### src/rtl/djs130_io_ctl_pkg.sv
// Shared definitions for the DJS-130 I/O bus controller.
//   - I/O instruction field encodings (op, control, skip tests)
//   - KZ control-pulse bit positions within a 9-bit device slice
//   - controller FSM state type
//   - helpers that build a KZ slice and evaluate a skip test
package djs130_io_ctl_pkg;

    localparam int IDX_W = 4;   // device index width, supports up to 16 devices
    localparam int KZ_W  = 9;   // KZ bits per device

    // IR[15:13] of every I/O instruction
    localparam logic [2:0] IO_PREFIX = 3'b011;

    // IR[10:8]
    localparam logic [2:0] OP_NIO = 3'b000;
    localparam logic [2:0] OP_DIA = 3'b001;
    localparam logic [2:0] OP_DOA = 3'b010;
    localparam logic [2:0] OP_DIB = 3'b011;
    localparam logic [2:0] OP_DOB = 3'b100;
    localparam logic [2:0] OP_DIC = 3'b101;
    localparam logic [2:0] OP_DOC = 3'b110;
    localparam logic [2:0] OP_SKP = 3'b111;

    // IR[7:6] for non-skip instructions
    localparam logic [1:0] CTL_NONE = 2'b00;
    localparam logic [1:0] CTL_S    = 2'b01;
    localparam logic [1:0] CTL_C    = 2'b10;
    localparam logic [1:0] CTL_P    = 2'b11;

    // IR[7:6] for SKP
    localparam logic [1:0] SKP_BN = 2'b00;
    localparam logic [1:0] SKP_BZ = 2'b01;
    localparam logic [1:0] SKP_DN = 2'b10;
    localparam logic [1:0] SKP_DZ = 2'b11;

    // KZ bit positions
    localparam int KZ_DOA = 0;
    localparam int KZ_DOB = 1;
    localparam int KZ_DOC = 2;
    localparam int KZ_DIA = 3;
    localparam int KZ_DIB = 4;
    localparam int KZ_DIC = 5;
    localparam int KZ_S   = 6;
    localparam int KZ_C   = 7;
    localparam int KZ_P   = 8;

    typedef enum logic [1:0] {
        ST_IDLE = 2'd0,
        ST_DEC  = 2'd1,
        ST_EXEC = 2'd2,
        ST_DONE = 2'd3
    } io_state_e;

    // KZ slice for one instruction: op bit plus control bit.
    // SKP never pulses KZ; NIO contributes only its control bit.
    function automatic logic [KZ_W-1:0] kz_pattern(input logic [2:0] op,
                                                   input logic [1:0] ctl);
        logic [KZ_W-1:0] p;
        p = '0;
        case (op)
            OP_DOA:  p[KZ_DOA] = 1'b1;
            OP_DOB:  p[KZ_DOB] = 1'b1;
            OP_DOC:  p[KZ_DOC] = 1'b1;
            OP_DIA:  p[KZ_DIA] = 1'b1;
            OP_DIB:  p[KZ_DIB] = 1'b1;
            OP_DIC:  p[KZ_DIC] = 1'b1;
            default: ;
        endcase
        if (op != OP_SKP) begin
            case (ctl)
                CTL_S:   p[KZ_S] = 1'b1;
                CTL_C:   p[KZ_C] = 1'b1;
                CTL_P:   p[KZ_P] = 1'b1;
                default: ;
            endcase
        end
        return p;
    endfunction

    function automatic logic skp_eval(input logic [1:0] ctl,
                                      input logic       busy,
                                      input logic       done);
        logic r;
        case (ctl)
            SKP_BN:  r = busy;
            SKP_BZ:  r = ~busy;
            SKP_DN:  r = done;
            default: r = ~done;
        endcase
        return r;
    endfunction

endpackage

### src/rtl/djs130_int_prio.sv
// Fixed-priority interrupt encoder. Index 0 is the highest priority.
// Ports:
//   req     in   N_DEV     per-device interrupt request
//   mask    in   N_DEV     per-device mask (1 = masked), already in device order
//   dms     in   6*N_DEV   device codes, slice i = [6i+5:6i]
//   any     out  1         some unmasked request is pending
//   idx     out  IDX_W     index of the winning device (0 when none)
//   dms_sel out  6         device code of the winner (0 when none)
module djs130_int_prio
    import djs130_io_ctl_pkg::*;
#(
    parameter int N_DEV = 4
) (
    input  logic [N_DEV-1:0]   req,
    input  logic [N_DEV-1:0]   mask,
    input  logic [6*N_DEV-1:0] dms,
    output logic               any,
    output logic [IDX_W-1:0]   idx,
    output logic [5:0]         dms_sel
);

    // Scan from the lowest priority upward so the lowest index assigned last wins.
    always_comb begin
        any     = 1'b0;
        idx     = '0;
        dms_sel = '0;
        for (int i = N_DEV - 1; i >= 0; i--) begin
            if (req[i] && !mask[i]) begin
                any     = 1'b1;
                idx     = IDX_W'(i);
                dms_sel = dms[6*i +: 6];
            end
        end
    end

endmodule

### src/rtl/djs130_io_ctl.sv
// DJS-130 I/O bus controller. Accepts a strobed I/O instruction from the CPU,
// matches its device code against the attached devices (CPU pseudo-device
// first), pulses the matched device's KZ slice for one cycle, and returns
// read data / skip result with a fixed 3-cycle strobe-to-ready latency.
// Also holds interrupt enable (ION), the interrupt mask, and drives INTR.
// Ports:
//   i_clk, i_rst_n          clock, asynchronous active-low reset
//   i_cpu_IOSTB/IR/AC       instruction strobe, instruction word, accumulator
//   i_cpu_INTACK            CPU took the interrupt; clears ION
//   o_cpu_IOBUSY/IORDY      busy flag, 1-cycle completion pulse
//   o_cpu_DATA/SKIP         result, non-zero only alongside IORDY
//   o_cpu_INTR              registered interrupt request
//   o_dev_SR                latched AC broadcast to devices
//   o_dev_KZ                per-device 9-bit control pulses
//   o_dev_ZZ0               device master clear (reset or IORST)
//   i_dev_DMs/ZT/ZDQQ/DATA  per-device code, {done,busy}, int request, read data
//   o_dbg_state             current controller FSM state
// Handshake: a strobe is accepted only while IOBUSY is low; IORDY pulses for
// one cycle exactly three cycles after the accepted strobe, and a new strobe
// may be presented in the cycle after IORDY.
module djs130_io_ctl
    import djs130_io_ctl_pkg::*;
#(
    parameter int         N_DEV   = 4,      // 1..16 devices
    parameter logic [5:0] CPU_DMs = 6'o77
) (
    input  logic                i_clk,
    input  logic                i_rst_n,
    input  logic                i_cpu_IOSTB,
    input  logic [15:0]         i_cpu_IR,
    input  logic [15:0]         i_cpu_AC,
    input  logic                i_cpu_INTACK,
    output logic                o_cpu_IOBUSY,
    output logic                o_cpu_IORDY,
    output logic [15:0]         o_cpu_DATA,
    output logic                o_cpu_SKIP,
    output logic                o_cpu_INTR,
    output logic [15:0]         o_dev_SR,
    output logic [9*N_DEV-1:0]  o_dev_KZ,
    output logic                o_dev_ZZ0,
    input  logic [6*N_DEV-1:0]  i_dev_DMs,
    input  logic [2*N_DEV-1:0]  i_dev_ZT,
    input  logic [N_DEV-1:0]    i_dev_ZDQQ,
    input  logic [16*N_DEV-1:0] i_dev_DATA,
    output logic [1:0]          o_dbg_state
);

    io_state_e        state_q, state_d;

    logic             is_io_q;
    logic [2:0]       op_q;
    logic [1:0]       ctl_q;
    logic [5:0]       dev_q;
    logic [15:0]      sr_q;

    logic             cpu_q, hit_q;
    logic [IDX_W-1:0] idx_q;

    logic [15:0]      data_q;
    logic             skip_q;

    logic             ion_q, intr_q;
    logic [15:0]      mask_q;

    logic             dev_hit;
    logic [IDX_W-1:0] dev_idx;
    logic             dev_busy, dev_done;
    logic [15:0]      dev_rdata;
    logic [15:0]      exec_data;
    logic             exec_skip;
    logic             in_exec, iorst;

    logic [N_DEV-1:0] dev_mask;
    logic             prio_any;
    logic [IDX_W-1:0] prio_idx_unused;
    logic [5:0]       prio_dms;

    // Accumulator-select field of IR and mask bits above N_DEV carry no meaning here.
    logic             unused_bits;
    assign unused_bits = ^{i_cpu_IR[12:11], mask_q};

    // ---------------- FSM ----------------
    always_ff @(posedge i_clk or negedge i_rst_n) begin
        if (!i_rst_n) state_q <= ST_IDLE;
        else          state_q <= state_d;
    end

    always_comb begin
        state_d      = state_q;
        o_cpu_IOBUSY = 1'b1;
        o_cpu_IORDY  = 1'b0;
        o_cpu_DATA   = '0;
        o_cpu_SKIP   = 1'b0;
        in_exec      = 1'b0;
        case (state_q)
            ST_IDLE: begin
                o_cpu_IOBUSY = 1'b0;
                if (i_cpu_IOSTB) state_d = ST_DEC;
            end
            ST_DEC:  state_d = ST_EXEC;
            ST_EXEC: begin
                in_exec = 1'b1;
                state_d = ST_DONE;
            end
            default: begin
                o_cpu_IORDY = 1'b1;
                o_cpu_DATA  = data_q;
                o_cpu_SKIP  = skip_q;
                state_d     = ST_IDLE;
            end
        endcase
    end

    assign o_dbg_state = state_q;

    // ---------------- instruction latch ----------------
    always_ff @(posedge i_clk or negedge i_rst_n) begin
        if (!i_rst_n) begin
            is_io_q <= 1'b0;
            op_q    <= '0;
            ctl_q   <= '0;
            dev_q   <= '0;
            sr_q    <= '0;
        end else if (state_q == ST_IDLE && i_cpu_IOSTB) begin
            is_io_q <= (i_cpu_IR[15:13] == IO_PREFIX);
            op_q    <= i_cpu_IR[10:8];
            ctl_q   <= i_cpu_IR[7:6];
            dev_q   <= i_cpu_IR[5:0];
            sr_q    <= i_cpu_AC;
        end
    end

    assign o_dev_SR = sr_q;

    // ---------------- decode ----------------
    // Lowest matching index wins when several devices share a code.
    always_comb begin
        dev_hit = 1'b0;
        dev_idx = '0;
        for (int i = N_DEV - 1; i >= 0; i--) begin
            if (i_dev_DMs[6*i +: 6] == dev_q) begin
                dev_hit = 1'b1;
                dev_idx = IDX_W'(i);
            end
        end
    end

    always_ff @(posedge i_clk or negedge i_rst_n) begin
        if (!i_rst_n) begin
            cpu_q <= 1'b0;
            hit_q <= 1'b0;
            idx_q <= '0;
        end else if (state_q == ST_DEC) begin
            cpu_q <= is_io_q && (dev_q == CPU_DMs);
            hit_q <= is_io_q && (dev_q != CPU_DMs) && dev_hit;
            idx_q <= dev_idx;
        end
    end

    // ---------------- execute ----------------
    always_comb begin
        dev_busy  = 1'b0;
        dev_done  = 1'b0;
        dev_rdata = '0;
        for (int i = 0; i < N_DEV; i++) begin
            if (idx_q == IDX_W'(i)) begin
                dev_busy  = i_dev_ZT[2*i];
                dev_done  = i_dev_ZT[2*i+1];
                dev_rdata = i_dev_DATA[16*i +: 16];
            end
        end
    end

    // The CPU pseudo-device reports ION as "busy" and never reports done.
    always_comb begin
        exec_data = '0;
        exec_skip = 1'b0;
        if (cpu_q) begin
            if (op_q == OP_DIB && prio_any) exec_data = {10'b0, prio_dms};
            if (op_q == OP_SKP)             exec_skip = skp_eval(ctl_q, ion_q, 1'b0);
        end else if (hit_q) begin
            if (op_q == OP_DIA || op_q == OP_DIB || op_q == OP_DIC) exec_data = dev_rdata;
            if (op_q == OP_SKP) exec_skip = skp_eval(ctl_q, dev_busy, dev_done);
        end
    end

    always_ff @(posedge i_clk or negedge i_rst_n) begin
        if (!i_rst_n) begin
            data_q <= '0;
            skip_q <= 1'b0;
        end else if (in_exec) begin
            data_q <= exec_data;
            skip_q <= exec_skip;
        end
    end

    always_comb begin
        o_dev_KZ = '0;
        if (in_exec && hit_q) begin
            for (int i = 0; i < N_DEV; i++) begin
                if (idx_q == IDX_W'(i)) o_dev_KZ[KZ_W*i +: KZ_W] = kz_pattern(op_q, ctl_q);
            end
        end
    end

    assign iorst     = in_exec && cpu_q && op_q == OP_DIC && ctl_q == CTL_C;
    assign o_dev_ZZ0 = !i_rst_n || iorst;

    // ---------------- interrupts ----------------
    always_comb begin
        dev_mask = '0;
        for (int i = 0; i < N_DEV; i++) dev_mask[i] = mask_q[15-i];
    end

    djs130_int_prio #(
        .N_DEV (N_DEV)
    ) u_prio (
        .req     (i_dev_ZDQQ),
        .mask    (dev_mask),
        .dms     (i_dev_DMs),
        .any     (prio_any),
        .idx     (prio_idx_unused),
        .dms_sel (prio_dms)
    );

    // Later assignments take precedence: an NIO S in EXEC overrides a coincident INTACK.
    always_ff @(posedge i_clk or negedge i_rst_n) begin
        if (!i_rst_n) begin
            ion_q  <= 1'b0;
            mask_q <= '0;
        end else begin
            if (i_cpu_INTACK) ion_q <= 1'b0;
            if (in_exec && cpu_q) begin
                if (op_q == OP_NIO && ctl_q == CTL_S)      ion_q <= 1'b1;
                else if (op_q == OP_NIO && ctl_q == CTL_C) ion_q <= 1'b0;
                if (op_q == OP_DOB)  mask_q <= sr_q;
                else if (iorst)      mask_q <= '0;
            end
        end
    end

    always_ff @(posedge i_clk or negedge i_rst_n) begin
        if (!i_rst_n) intr_q <= 1'b0;
        else          intr_q <= ion_q && prio_any;
    end

    assign o_cpu_INTR = intr_q;

endmodule

### config.mk
export PLATFORM = sky130hd
export DESIGN_NAME = djs130_io_ctl
export DESIGN_NICKNAME = d
export VERILOG_FILES = /design/src/rtl/djs130_io_ctl_pkg.sv /design/src/rtl/djs130_int_prio.sv /design/src/rtl/djs130_io_ctl.sv
export SDC_FILE = /design/constraint.sdc
export NUM_CORES = 1
export LEC_CHECK = 0
export BUFFER_PORTS_ARGS = -buffer_cell sky130_fd_sc_hd__buf_2
export CAP_MARGIN = 0
export CORE_MARGIN = 3
export CORE_UTILIZATION = 45
export DETAILED_ROUTE_END_ITERATION = 16
export PLACE_DENSITY = 0.79
export SLEW_MARGIN = 0
export SYNTH_ARGS = -nofsm -noshare
export SYNTH_HDL_FRONTEND = slang
export SYNTH_HIERARCHICAL = 1
export SYNTH_SLANG_ARGS = --single-unit
### constraint.sdc
create_clock -name i_clk -period 2.1 [get_ports i_clk]
set_clock_uncertainty 0.15 [all_clocks]
set_input_delay 0.105 -clock i_clk [delete_from_list [all_inputs] [get_ports i_clk]]
set_output_delay 0.105 -clock i_clk [all_outputs]
set_load 0.05 [all_outputs]
---- Word-level counts from Yosys, hierarchy flattened ----
Cells that the tools add are included.
Widths: inputs -> output; s select.
storage, ports and cells
  word-level logic and storage cells ...... 138
  output and inout port bits .............. 75
  register bits after elaboration ......... 71
  input port bits ......................... 136
operators by class
  bitwise operators ....................... 3
  multiplexer cells ....................... 66
  reduce and logical (&&, ||, !) cells .... 31
  eq/ne operators ......................... 24
operators with widths
  cell                number
  $mux 16             10
  $mux 1              37
  $mux 36             1
  $mux 9              4
  $mux 6              5
  $eq 6x6->1          4
  $logic_and 1x1->1   16
  $eq 3x3->1 const B  4
  $mux 4              3
  $eq 3x2->1 const B  3
  $eq 4x2->1 const B  2
  $eq 2x2->1 const B  3
  $eq 6x6->1 const B  1
  $ne 6x6->1 const B  1
  $pmux 1 s3          2
  $pmux 2 s3          1
  $logic_not 1->1     5
  $eq 2x1->1 const B  2
  $eq 4x1->1 const B  1
  $logic_not 2->1     2
  $logic_not 4->1     1
  $mux 2              2
  $eq 3x1->1 const B  1
  $logic_not 3->1     1
  8 further kinds     12

---- Logic depth before layout (Yosys ltp) ----
  depth after elaboration ................. 10
  gate-level depth with buffers ........... 8
  depth with buffers taken out ............ 7

---- Cells and area by module ----
Netlist, hierarchy kept.
by module, submodules not included
  module           cells each  instances  area an instance (µm²)  seq. area each (µm²)
  djs130_io_ctl    310         1          3417.0                  1426.4
  djs130_int_prio  50          1          315.3                   0.0

---- Least setup slack after synthesis ----
No wires, ideal clock.
  path kind ............................... register -> output
  from .................................... reg state_q[1], in the netlist o_dbg_state[1]
  to ...................................... out o_dev_ZZ0
  setup slack ............................. -990 ps
  stages on the path, launching flop included .. 5
  arrival time ............................ 2835 ps
  required time ........................... 1845 ps
  path through ............................ dfrtp_1 > ha_1 > clkbuf_1 > nand2_1 > o41ai_1
between the ends
  longest elaborated chain between the ends .. 6
RTL lines
  item                             line                  source
  start, declared                  djs130_io_ctl.sv:48   io_state_e state_q, state_d;
  start signal, assigned           djs130_io_ctl.sv:85   else state_q <= state_d;
  $eq 2x2->1                       djs130_io_ctl.sv:95   case (state_q)
  $mux 1                           djs130_io_ctl.sv:95
  $logic_and 1x1->1 (3 in series)  djs130_io_ctl.sv:206  assign iorst = in_exec && cpu_q && op_q == OP_DIC && ctl_q == CTL_C;
  $logic_or 1x1->1                 djs130_io_ctl.sv:207  assign o_dev_ZZ0 = !i_rst_n || iorst;
  end, declared                    djs130_io_ctl.sv:40   output logic o_dev_ZZ0,
No other way between the ends.

---- Final worst setup path ----
  from .................................... reg state_q[0], in the netlist o_dbg_state[0]
  to ...................................... out o_dev_KZ[33]
between the ends
  longest elaborated chain between the ends .. 4
RTL lines
  item               line                  source
  $eq 2x2->1         djs130_io_ctl.sv:95
  $mux 1             djs130_io_ctl.sv:95
  $logic_and 1x1->1  djs130_io_ctl.sv:199  if (in_exec && hit_q) begin
  $mux 36            djs130_io_ctl.sv:199
  end, declared      djs130_io_ctl.sv:39   output logic [9*N_DEV-1:0] o_dev_KZ,
No other way between the ends.

==> summary.txt <==
Status
  – Status: finished, violations left
  – Failing checks: negative setup slack

Final layout
  – Nets: 741
  – Layout area overhead: 57.7%
  – ANT cells: 0
  – Share of post-route cells with drive strength above 1: a little under three fifths
  – Fill count: 574
  – Post-Layout Cell Count: 708

Route
  – Via count: 3,859
  – WL final: between 10 and 15 mm
  – Post-route antenna net violation count: 0
  – DRT iter0 DRCs: around 150
  – Vias per inst: 5.45
  – Drt wl/cell: 18.4 um
  – DRT Pass-1 Iters: 4
  – DRC Markers: 0

STA
  – Fin crit period: 2.14 ns
  – Final Worst Setup Slack: -0.0427 ns
  – Fmax: 467 MHz
  – Rel. slew slack: between 50 and 60%
  – RSZ-0062 raised after global routing: true
  – Final setup fails: 5
  – Slew of the pin with the lowest slew margin: 0.705 ns
  – Final Slew Violations: 0
  – Final worst path period share: 102%
  – Final Hold Viols: 0
  – Final setup TNS: -0.0814 ns

Critical path
  – Worst-path fanout max: 9
  – Critical path class: flop to primary output
  – Crit path arrival time: 1.89 ns
  – Reg-to-reg startpoint: o_dbg_state[1]
  – Crit path from: o_dbg_state[0]
  – Startpoint types: flop
  – Crit. End Element: primary output
  – WP data required: 1.85 ns

Pwr
  – Clock power frac: roughly 19%
  – P_sw: 0.00273 W
  – Peak supply drop: 0.00101 V
  – Seq pwr share: 30.9%
  – Pwr Total: 0.00608 W
  – Leak Pwr: roughly 2.7 nW
  – Switch share: ~45%
  – Combinational Power Share: between 40% and 50%
  – PwrDens: 1040 nW/um2
  – Cell-internal power: 0.00335 W

Min path
  – Hold WC Path Type: primary input to flop
  – HP Start: i_dev_ZDQQ[1]

Placed design
  – Placed Instances: roughly 650
  – GPL Wtd Cong: 0.947
  – Final HPWL from detailed placement: 9.23 mm
  – IO Port Bufs: around 210
  – Placement Setup Slack: approximately 0.13 ns

Global route
  – GRT Total Usage: 26.6%
  – Overflow after GRT: 0
  – Initial antenna violation count: 0
  – Vias in the first global route: a little under 4,000
  – Wire length of the first global-routing pass: just over 20 mm
  – Largest net degree at the start of global routing: 58

Die
  – Core area: 7850 um2
  – Die H: 96.7 um
  – Die Span X: 96.7 um
  – # rows: 32
  – Initial Util: 47.1%
  – Die area: 9340 um2
  – I/O pin count: 211

Logic synthesis
  – Avg Inst Size Synth: 10.4 um2
  – Post-Synthesis Cells: 354
  – Warnings from Yosys: 6
  – Cell Area, Synth: 3700 um2
  – Syn Nets: 494

Clock tree
  – CTS sink cnt: 57
  – H-tree levels: 3
  – Worst-path clk slew: about 0.070 ns
  – Skew-Pair Late Insertion Delay: 0.34 ns
  – CTS tree: yes
  – Clock root cell: clkbuf_8
  – Cts bufs inserted: 9
  – CTS max path bufs: 2

Run
  – MaxCap Viol Count: 0
-- placed cells by master, fill, tap and decap left out, drive strengths merged, types with 2 or more instances in the layout --
cell / count
a21oi: 2
a221o: 6
a22o: 14
a31oi: 5
and2: 24
buf: 223
bufinv: 2
clkbuf: 15
clkinv: 3
dfrtp: 57
dlygate4sd3: 32
ha: 4
inv: 11
mux2: 28
mux4: 18
nand2: 21
nand2b: 3
nand3: 15
nand3b: 2
nand4: 6
nor2: 45
nor2b: 4
nor3: 3
nor4: 3
o21ai: 6
o31ai: 7
o41ai: 2
or3b: 6
xnor2: 12
xor2: 14
-- critical path, stage by stage, from the launching register on --
cell	delay (ns)
dfrtp_2	0.42
inv_2	0.06
ha_2	0.21
buf_4	0.16
nand4_1	0.15
buf_6	0.21
nor2_2	0.15
buf_6	0.18
-- power by group through the flow --
| stage | combinational, W | sequential, W | clock (W) |
|---|---|---|---|
| final | 0.00303 | 0.00188 | 0.00118 |
| after global routing | 0.00323 | 0.00194 | 0.00125 |
| after CTS | 0.00297 | 0.00185 | 0.00120 |
| after detailed placement | 0.00288 | 0.00186 | 0 |
| after global placement | 0.00283 | 0.00184 | 0 |
| after floorplan | 0.00179 | 0.00221 | 0 |
-- flip-flops by register name, indices dropped and copies added, names as in the netlist --
name,count
o_dbg_state,2
ion_q,1
ctl_q,2
is_io_q,1
skip_q,1
data_q,16
hit_q,1
mask_q,4
op_q,3
o_dev_SR,16
cpu_q,1
o_cpu_INTR,1
dev_q,6
idx_q,2
-- what timing repair did --
| item | 4_1_cts | 5_1_grt |
|---|---|---|
| setup endpoints to repair | 37 | 38 |
| gates resized for setup | 43 | 36 |
| pin swaps | 2 | 4 |
| hold endpoints to repair | 88 | 0 |
| hold buffers | 32 | 0 |
| buffers inserted | 1 | 4 |
| gates cloned | 0 | 2 |
-- routing by layer --
| layer | part of all wire [%] | GRT usage [%] |
|---|---|---|
| met1 | 38 | 30.4 |
| met2 | 52 | 48.5 |
| met3 | 7.7 | 6.92 |
| met4 | 2.3 | 7.88 |
| met5 | 0 | 0 |
-- through the flow --
step	instance area, um2	hold slack [ns]	utilization (%)
floorplan	3830	-0.341	-
global placement	5000	0.148	63.7
detailed placement	5000	0.151	63.7
CTS	5690	0.0492	72.5
global route	5830	0.0667	74.3
finish	5830	0.0620	74.3
-- layout make-up --
type | count | area (um2) | share of cell area [%]
Clock buffer | 11 | 151 | 2.60
Clock inverter | 5 | 77.6 | 1.33
Inverter | 12 | 45.0 | 0.772
Multi-Input combinational cell | 262 | 2310 | 39.6
Sequential cell | 57 | 1430 | 24.5
Tap cell | 102 | 128 | 2.19
Timing Repair Buffer | 259 | 1690 | 29.0
-- final timing paths --
kind | to | slack (ns) | depth (start not counted)
setup / recovery | o_dev_KZ[33] | -0.04 | 7
min in group asynchronous | data_q[12] | 0.43 | 3
hold / removal | o_cpu_INTR | 0.06 | 4
setup reg to reg | is_io_q | 0.05 | 7
hold reg to reg | data_q[8] | 0.35 | 1
max in group asynchronous | op_q[0] | 0.84 | 3
Note: power is estimated with default switching activity, not from simulation.
